**src/rtl/iob_native_split_pkg.sv**
```systemverilog
// Shared definitions for the native-to-IOb split bridge: FSM encoding,
// default parameter values and the strobe-width helper.
package iob_native_split_pkg;

  typedef enum logic [1:0] {
    IDLE   = 2'd0,
    REQ    = 2'd1,
    WAIT_R = 2'd2,
    ACK    = 2'd3
  } state_t;

  localparam int DEF_ADDR_W      = 32;
  localparam int DEF_DATA_W      = 32;
  localparam int DEF_N_SLAVES    = 4;
  localparam int DEF_SEL_W       = 2;
  localparam int DEF_INSTR_SLAVE = 0;
  localparam int DEF_TIMEOUT_W   = 8;

  function automatic int strb_w(input int data_w);
    return data_w / 8;
  endfunction

endpackage

```
**src/rtl/iob_native_timeout.sv**
```systemverilog
// Bus timeout counter: counts enabled cycles since the last clear and flags the
// cycle that completes the (2^W-1)-th one. W=0 ties the expiry off.
module iob_native_timeout #(
  parameter int W = 8
) (
  input  logic clk_i,
  input  logic rst_n_i,
  input  logic cke_i,
  input  logic clr_i,
  input  logic en_i,
  output logic expire_o
);

  if (W == 0) begin : g_off
    logic unused_tie;
    assign unused_tie = &{1'b0, clk_i, rst_n_i, cke_i, clr_i, en_i};
    assign expire_o   = 1'b0;
  end else begin : g_cnt
    // count_q holds cycles already completed, so expiry is one short of all-ones.
    localparam logic [W-1:0] LAST = ~W'(1);
    logic [W-1:0] count_q;

    // NOTE: sequential state is assigned with <= so every register samples
    // pre-edge values regardless of statement order.
    always_ff @(posedge clk_i) begin
      if (!rst_n_i) begin
        count_q <= '0;
      end else if (cke_i) begin
        if (clr_i)     count_q <= '0;
        else if (en_i) count_q <= count_q + W'(1);
      end
    end

    assign expire_o = en_i && (count_q == LAST);
  end

endmodule

```
**src/rtl/iob_native_split.sv**
```systemverilog
// Steers a held-until-ready native CPU request onto one of N_SLAVES IOb ports,
// with instruction-fetch steering, bus timeout and discard of late read data.
module iob_native_split
  import iob_native_split_pkg::*;
#(
  parameter int ADDR_W      = DEF_ADDR_W,
  parameter int DATA_W      = DEF_DATA_W,
  parameter int N_SLAVES    = DEF_N_SLAVES,
  parameter int SEL_W       = DEF_SEL_W,
  parameter int INSTR_SLAVE = DEF_INSTR_SLAVE,
  parameter int TIMEOUT_W   = DEF_TIMEOUT_W
) (
  input  logic                                 clk_i,
  input  logic                                 rst_n_i,
  input  logic                                 cke_i,
  input  logic                                 valid_i,
  input  logic                                 instr_i,
  input  logic [ADDR_W-1:0]                    addr_i,
  input  logic [DATA_W-1:0]                    wdata_i,
  input  logic [strb_w(DATA_W)-1:0]            wstrb_i,
  output logic [DATA_W-1:0]                    rdata_o,
  output logic                                 ready_o,
  output logic                                 err_o,
  output logic [N_SLAVES-1:0]                  avalid_o,
  output logic [N_SLAVES*ADDR_W-1:0]           address_o,
  output logic [N_SLAVES*DATA_W-1:0]           wdata_o,
  output logic [N_SLAVES*strb_w(DATA_W)-1:0]   wstrb_o,
  input  logic [N_SLAVES*DATA_W-1:0]           rdata_i,
  input  logic [N_SLAVES-1:0]                  rvalid_i,
  input  logic [N_SLAVES-1:0]                  ready_i
);

  localparam int STRB_W = strb_w(DATA_W);

  state_t              state_q;
  logic [SEL_W-1:0]    sel_q, sel_d;
  logic [ADDR_W-1:0]   addr_q;
  logic [DATA_W-1:0]   wdata_q, rdata_q, rdata_sel;
  logic [STRB_W-1:0]   wstrb_q;
  logic                err_q;
  logic [N_SLAVES-1:0] drop_q, sel_oh;
  logic                sel_ok, ready_sel, rvalid_sel, drop_sel;
  logic                tmo_clr, tmo_en, tmo_expire;

  assign sel_d  = instr_i ? SEL_W'(INSTR_SLAVE) : addr_i[ADDR_W-1 -: SEL_W];
  assign sel_ok = int'(sel_d) < N_SLAVES;

  // NOTE: every always_comb output gets a default before any branch, so no
  // path leaves a value held and no latch is inferred.
  always_comb begin
    sel_oh    = '0;
    rdata_sel = '0;
    for (int p = 0; p < N_SLAVES; p++) begin
      sel_oh[p] = (int'(sel_q) == p);
      if (sel_oh[p]) rdata_sel = rdata_i[p*DATA_W +: DATA_W];
    end
  end

  assign ready_sel  = |(ready_i & sel_oh);
  assign rvalid_sel = |(rvalid_i & sel_oh);
  assign drop_sel   = |(drop_q & sel_oh);

  assign tmo_clr = (state_q == IDLE) && valid_i && sel_ok;
  assign tmo_en  = (state_q == REQ) || (state_q == WAIT_R);

  iob_native_timeout #(.W(TIMEOUT_W)) u_timeout (
    .clk_i    (clk_i),
    .rst_n_i  (rst_n_i),
    .cke_i    (cke_i),
    .clr_i    (tmo_clr),
    .en_i     (tmo_en),
    .expire_o (tmo_expire)
  );

  always_ff @(posedge clk_i) begin
    if (!rst_n_i) begin
      state_q <= IDLE;
      sel_q   <= '0;
      addr_q  <= '0;
      wdata_q <= '0;
      wstrb_q <= '0;
      err_q   <= 1'b0;
      rdata_q <= '0;
      drop_q  <= '0;
    end else if (cke_i) begin
      // Any response arriving on a port with a pending drop consumes that drop.
      drop_q <= drop_q & ~rvalid_i;
      unique case (state_q)
        IDLE: if (valid_i) begin
          sel_q   <= sel_d;
          addr_q  <= addr_i;
          wdata_q <= wdata_i;
          wstrb_q <= wstrb_i;
          rdata_q <= '0;
          err_q   <= !sel_ok;
          state_q <= sel_ok ? REQ : ACK;
        end
        REQ: if (ready_sel) begin
          err_q   <= 1'b0;
          state_q <= (|wstrb_q) ? ACK : WAIT_R;
        end else if (tmo_expire) begin
          err_q   <= 1'b1;
          state_q <= ACK;
        end
        WAIT_R: if (rvalid_sel && !drop_sel) begin
          rdata_q <= rdata_sel;
          err_q   <= 1'b0;
          state_q <= ACK;
        end else if (tmo_expire) begin
          drop_q  <= (drop_q & ~rvalid_i) | sel_oh;
          err_q   <= 1'b1;
          state_q <= ACK;
        end
        ACK: state_q <= IDLE;
      endcase
    end
  end

  always_comb begin
    avalid_o  = '0;
    address_o = '0;
    wdata_o   = '0;
    wstrb_o   = '0;
    if (state_q == REQ) begin
      for (int p = 0; p < N_SLAVES; p++) begin
        if (sel_oh[p]) begin
          avalid_o[p]                      = 1'b1;
          address_o[p*ADDR_W +: ADDR_W]    = addr_q;
          wdata_o[p*DATA_W +: DATA_W]      = wdata_q;
          wstrb_o[p*STRB_W +: STRB_W]      = wstrb_q;
        end
      end
    end
  end

  assign ready_o = (state_q == ACK);
  assign err_o   = ready_o & err_q;
  assign rdata_o = ready_o ? rdata_q : '0;

endmodule

```
**config.mk**
```make
export PLATFORM = sky130hd
export DESIGN_NAME = iob_native_split
export DESIGN_NICKNAME = d
export VERILOG_FILES = /design/src/rtl/iob_native_split_pkg.sv /design/src/rtl/iob_native_timeout.sv /design/src/rtl/iob_native_split.sv
export SDC_FILE = /design/constraint.sdc
export NUM_CORES = 1
export LEC_CHECK = 0
export CAP_MARGIN = 20
export CORE_AREA = 2 2 200 202
export CTS_CLUSTER_SIZE = 28
export DETAILED_ROUTE_END_ITERATION = 10
export DIE_AREA = 0 0 202 204
export HOLD_SLACK_MARGIN = 0.05
export SETUP_SLACK_MARGIN = 0.3
export SYNTH_ARGS = -nofsm -noshare
export SYNTH_HDL_FRONTEND = slang
export SYNTH_SLANG_ARGS = --single-unit
```
**constraint.sdc**
```tcl
create_clock -name clk_i -period 2.8 [get_ports clk_i]
set_clock_uncertainty 0.2 [all_clocks]
set_input_delay 0.7 -clock clk_i [delete_from_list [all_inputs] [get_ports clk_i]]
set_output_delay 0.7 -clock clk_i [all_outputs]
set_load 0.02 [all_outputs]
```
# Word-level counts from Yosys, hierarchy flattened
# Cells that the tools add are included.
[word_totals]
regBits = 117
inputBits = 209
out_inout_bits = 310
elab_cells = 90
[op_classes]
addsub = 1
eq_ne = 9
mux = 45
bitwise = 7
n_reduce_logical = 19
[ops]
columns = ["operator", "count"]
rows = [
  ["32-bit two-way mux", 15],
  ["128-bit two-way mux", 2],
  ["32-bit case mux with 2 select lines", 1],
  ["4-bit two-way mux", 8],
  ["4-bit bitwise AND", 4],
  ["16-bit two-way mux", 1],
  ["8-bit two-way mux", 2],
  ["4-bit OR reduction", 4],
  ["2-bit two-way mux", 5],
  ["1-bit two-way mux", 9],
  ["8-bit by 1-bit adder with 8-bit output (second input constant)", 1],
  ["2-bit == test (second input constant)", 4],
  ["8-bit == test (second input constant)", 1],
  ["2-bit case mux with 4 select lines", 1],
  ["3-bit AND reduction", 2],
  ["2-bit by 1-bit == test with 1-bit output (second input constant)", 2],
  ["2-bit zero test", 2],
  ["4-bit NOT", 1],
  ["4-bit bitwise OR", 1],
  ["2-bit AND reduction", 2],
  ["4-bit AND reduction", 1],
  ["2-bit nonzero test", 2],
  ["1-bit logical AND", 3],
  ["1-bit case mux with 3 select lines", 1],
  ["6 further kinds", 6],
]

# Depth between registers and ports, before layout
[logic_depth]
depth_word = 7
ltp_mapped = 9
depth_no_buf = 6

# By module
# Synthesis repeated with hierarchy kept, for this count alone.
[hier_totals]
cells_unflattened = 880
hier_area_um2 = 7181.9
[by_module_without_submodules]
columns = ["module", "n_inst", "cells_per_inst", "area_per_inst_um2", "seq_area_each_um2"]
rows = [
  ["iob_native_split", 1, 831, 6767.7, 2182.1],
  ["iob_native_timeout", 1, 49, 414.1, 160.2],
]

# Worst setup path before layout
# Ideal clock, no wire load.
[synth_path]
kind = "reg-to-output"
from = "register state_q[1]"
to = "output port address_o[108]"
arrival_ps = 1597
t_required_ps = 1900
slack_ps = 303
stages_incl_launch_ff = 8
path_buffers = 3
cell_sequence = "dfxtp_1 -> inv_1 -> ha_1 -> and3_1 -> clkbuf_1 -> clkbuf_1 -> clkbuf_1 -> and2_1"
[synth_between]
elab_chain_cells = 2
[synth_rtl]
columns = ["item", "line_no", "text"]
rows = [
  ["start: declaration", "iob_native_split.sv:35", "state_t state_q;"],
  ["start signal: assignment", "iob_native_split.sv:96", "state_q <= sel_ok ? REQ : ACK;"],
  ["start signal: assignment", "iob_native_split.sv:100", "state_q <= (|wstrb_q) ? ACK : WAIT_R;"],
  ["2-bit by 1-bit == test with 1-bit output", "iob_native_split.sv:124", "if (state_q == REQ) begin"],
  ["128-bit two-way mux", "iob_native_split.sv:124", ""],
  ["end: declaration", "iob_native_split.sv:25", "output logic [N_SLAVES*ADDR_W-1:0] address_o,"],
]
# Every way passes these cells.

# Final worst setup path
[layout_path]
from = "register state_q[1]"
to = "output port address_o[84]"
# Same word-level chain as after synthesis.

==> summary.md <==
| Metric | Value |
|---|---|
| CP Launch Type | `register` |
| Yosys warnings | `0` |
| Worst min path class | `register to register` |
| Clk sinks | `117` |
| Hpwl dp | `25900 µm` |
| Post-Syn Nets | `1176` |
| Die outline area | `41200 µm²` |
| Drt drc | `0` |
| Post-synth ARST share | `0` |
| Maxcap violations | `0` |
| Rows | `73` |
| Tot GR Track Use | `0.203` |
| Die height | `204 µm` |
| Top Metal Used | `met5` |
| Global-route wire length before repair | `63200 µm` |
| DRT Wirelength | `47200 µm` |
| Setup slack, reg-to-reg | `0.35 ns` |
| Number of synthesized register bits | `117` |
| Pwr/cell area | `308 nW/µm²` |
| Crit Path Category | `register to output pin` |
| Clk buf depth | `2` |
| Yosys top cell by area | `dfxtp_1` |
| DR WL/cell | `22.1 µm` |
| Met2 wire length | `24600 µm` |
| Initial DRC count | `396` |
| Root Buffer | `clkbuf_16` |
| TritonCTS clock tree | `built` |
| Area grow syn2layout | `140%` |
| WL met3 | `3090 µm` |
| Least-Margin Pin Slew | `0.579 ns` |
| Vias in the first global route | `10053` |
| Total power | `5.67 mW` |
| Metal1 wirelength | `17900 µm` |
| FF-to-FF Start | `sel_q[1]` |
| Worst setup path startpoint | `state_q[1]` |
| RSZ-0062 raised after global routing | `true` |
| Setup WS post-layout | `-0.204 ns` |
| Layout cells sized above 1 | `0.549` |
| H-tree levels | `4` |
| Drt first pass iters | `5` |
| Inst Count DP | `1937` |
| Via count | `10134` |
| Worst r2r dst | `rdata_q[26]` |
| Status | `complete, but fails checks` |
| Post-synth top cells | `and3_1 (205), nand2_1 (177), dfxtp_1 (117), and2_1 (106), clkbuf_1 (80)` |
| Input/output buffers | `518` |
| Worst-path maximum fanout | `5` |
| Hold_sp | `rdata_q[8]` |
| Fin crit period | `3.00 ns` |
| Crit end category | `output pin` |
| Post-synth cell types | `45` |
| Diode count | `0` |
| Share of the synthesized area in the top cell type | `0.306` |
| Predominant post-synthesis flop cell | `dfxtp_1` |
| Max Clk Rate | `333 MHz` |
| Crit path required time | `1.90 ns` |
| Initial core utilization | `0.195` |
| Final critical-path share of the clock period | `1.07` |
| Clk_lat worst skew | `0.42 ns` |
| Setup TNS | `-14.84 ns` |
| Reg2reg path depth | `12` |
| Mean area per synthesized cell | `7.98 µm²` |
| Core region area | `39200 µm²` |
| Violated checks | `negative setup slack` |
| Top cells by area, synth | `dfxtp_1 (31%), and3_1 (17%), mux4_2 (9.7%), nand2_1 (8.7%), and2_1 (8.7%)` |
| Top-count cell post-synth | `and3_1` |
| Leak | `7.66 nW` |
| Max IR drop VDD | `415 µV` |
| Setup violations, final | `219` |
| Crit path capture | `address_o[84]` |
| Seq/Total Area, Yosys | `0.306` |
| Mapped Cells | `960` |
| Clock input transition at the sequential cells of the worst setup and hold paths | `0.06 ns` |
| Largest net degree at the start of global routing | `60` |
| Die span in x | `202 µm` |
| Worst Path Arrival | `2.10 ns` |
| Routed Antenna Nets | `0` |
| Slew Limit Fails | `0` |
| Hold Worst Slack | `0.265 ns` |
| Post-layout net count | `1816` |
| Total CTS buffers | `17` |
| IO Pins | `519` |
| Non-Filler Instances | `2137` |
| Post-synth EDFFs | `0` |
| Placer Congestion | `0.817` |
| Synthesized area | `7660 µm²` |
| Vias per inst | `4.74` |
| Initial antenna violation count | `1` |
| Headroom to the max-slew limit | `0.614` |
| Dpl cell area | `13500 µm²` |
| Final hold vios | `0` |
| Total grt overflow | `0` |
| Fin area | `18400 µm²` |
-- metrics by stage --
stage	worst slack, ns	util
floorplan	0.303	-
CTS	-0.222	0.436
global placement	0.0502	0.345
finish	-0.204	0.469
detailed placement	0.0174	0.345
global route	-0.267	0.469
-- what timing repair did --
item	CTS	global route
endpoints found under the hold margin	0	0
buffers inserted	100	27
endpoints found under the setup margin	310	349
pin swaps	9	14
resized for setup	2009	234
gates cloned	30	12
hold buffers	0	0
-- power breakdown --
part	internal, mW	switching [mW]
Clock	1.50	0.923
Combinational	0.866	0.576
Sequential	1.72	0.0941
Total	4.08	1.59
-- layout by cell type (no fill, tap or decap), types with 3 or more instances in the layout --
master           count
buf_4               50
nor2b_1              3
mux4_2              33
and2_1              14
a32o_1               3
buf_2               15
clkbuf_16           27
clkinv_4             4
nand3_1              6
clkinvlp_4           5
dfxtp_1            113
nand4_1              3
nor2_1               6
o21ai_0              8
buf_16              32
buf_8               22
and3_1              17
a21boi_0            68
buf_12              30
or3_1                4
a21oi_1             10
o22ai_1             27
and3_4             188
bufinv_16            4
clkdlybuf4s50_1    207
nand2_1            177
and2_4              92
nor3b_1              3
ha_1                 3
o22ai_2              6
dfxtp_4              3
buf_6              352
ha_4                 4
inv_1               38
-- worst min path at each step --
stage | slack, ns | cells past startpoint | endpoint
after floorplan | 0.24 | 2 | rdata_q[11]
after global placement | 0.25 | 2 | rdata_q[20]
after detailed placement | 0.26 | 2 | rdata_q[0]
after CTS | 0.27 | 2 | rdata_q[8]
after global routing | 0.28 | 2 | rdata_q[29]
final | 0.27 | 2 | rdata_q[8]
-- critical path: stages, from the launching register on --
cell,delay (ns)
dfxtp_2,0.34
inv_2,0.05
ha_4,0.17
buf_16,0.14
buf_6,0.11
buf_12,0.12
buf_6,0.11
buf_12,0.12
buf_16,0.12
buf_6,0.11
and3_4,0.16
buf_6,0.13
-- area by class of cell --
class | count | area, µm²
Fill cell | 3440 | 20800
Tap cell | 525 | 657
Timing Repair Buffer | 719 | 8580
Inverter | 40 | 154
Clock inverter | 14 | 203
Clock buffer | 17 | 425
Sequential cell | 117 | 2350
Multi-Input combinational cell | 705 | 6020
-- layer usage --
layer,track usage,up-vias
li1,-,4606
met2,0.377,505
met4,0.0790,2
met3,0.0448,87
met1,0.223,4934
met5,0,-
-- registers in the layout, summed over array words and instances (netlist names) --
signal and cells:
err_q 1, u_timeout.g_cnt.count_q 8, addr_q 32, wstrb_q 4, drop_q 4, rdata_q 32, state_q 2, wdata_q 32
sel_q 2
-- kinds of logic after synthesis --
family / synth area share
AO/OA/AOI/OAI: 0.133
XOR/XNOR: 0.00343
multiplexers: 0.0971
buffers and inverters: 0.0778
AND/OR/NAND/NOR: 0.371
adder cells (fa/ha/maj): 0.0114
flip-flops: 0.306
No activity file was read; power rests on OpenSTA's default activity.
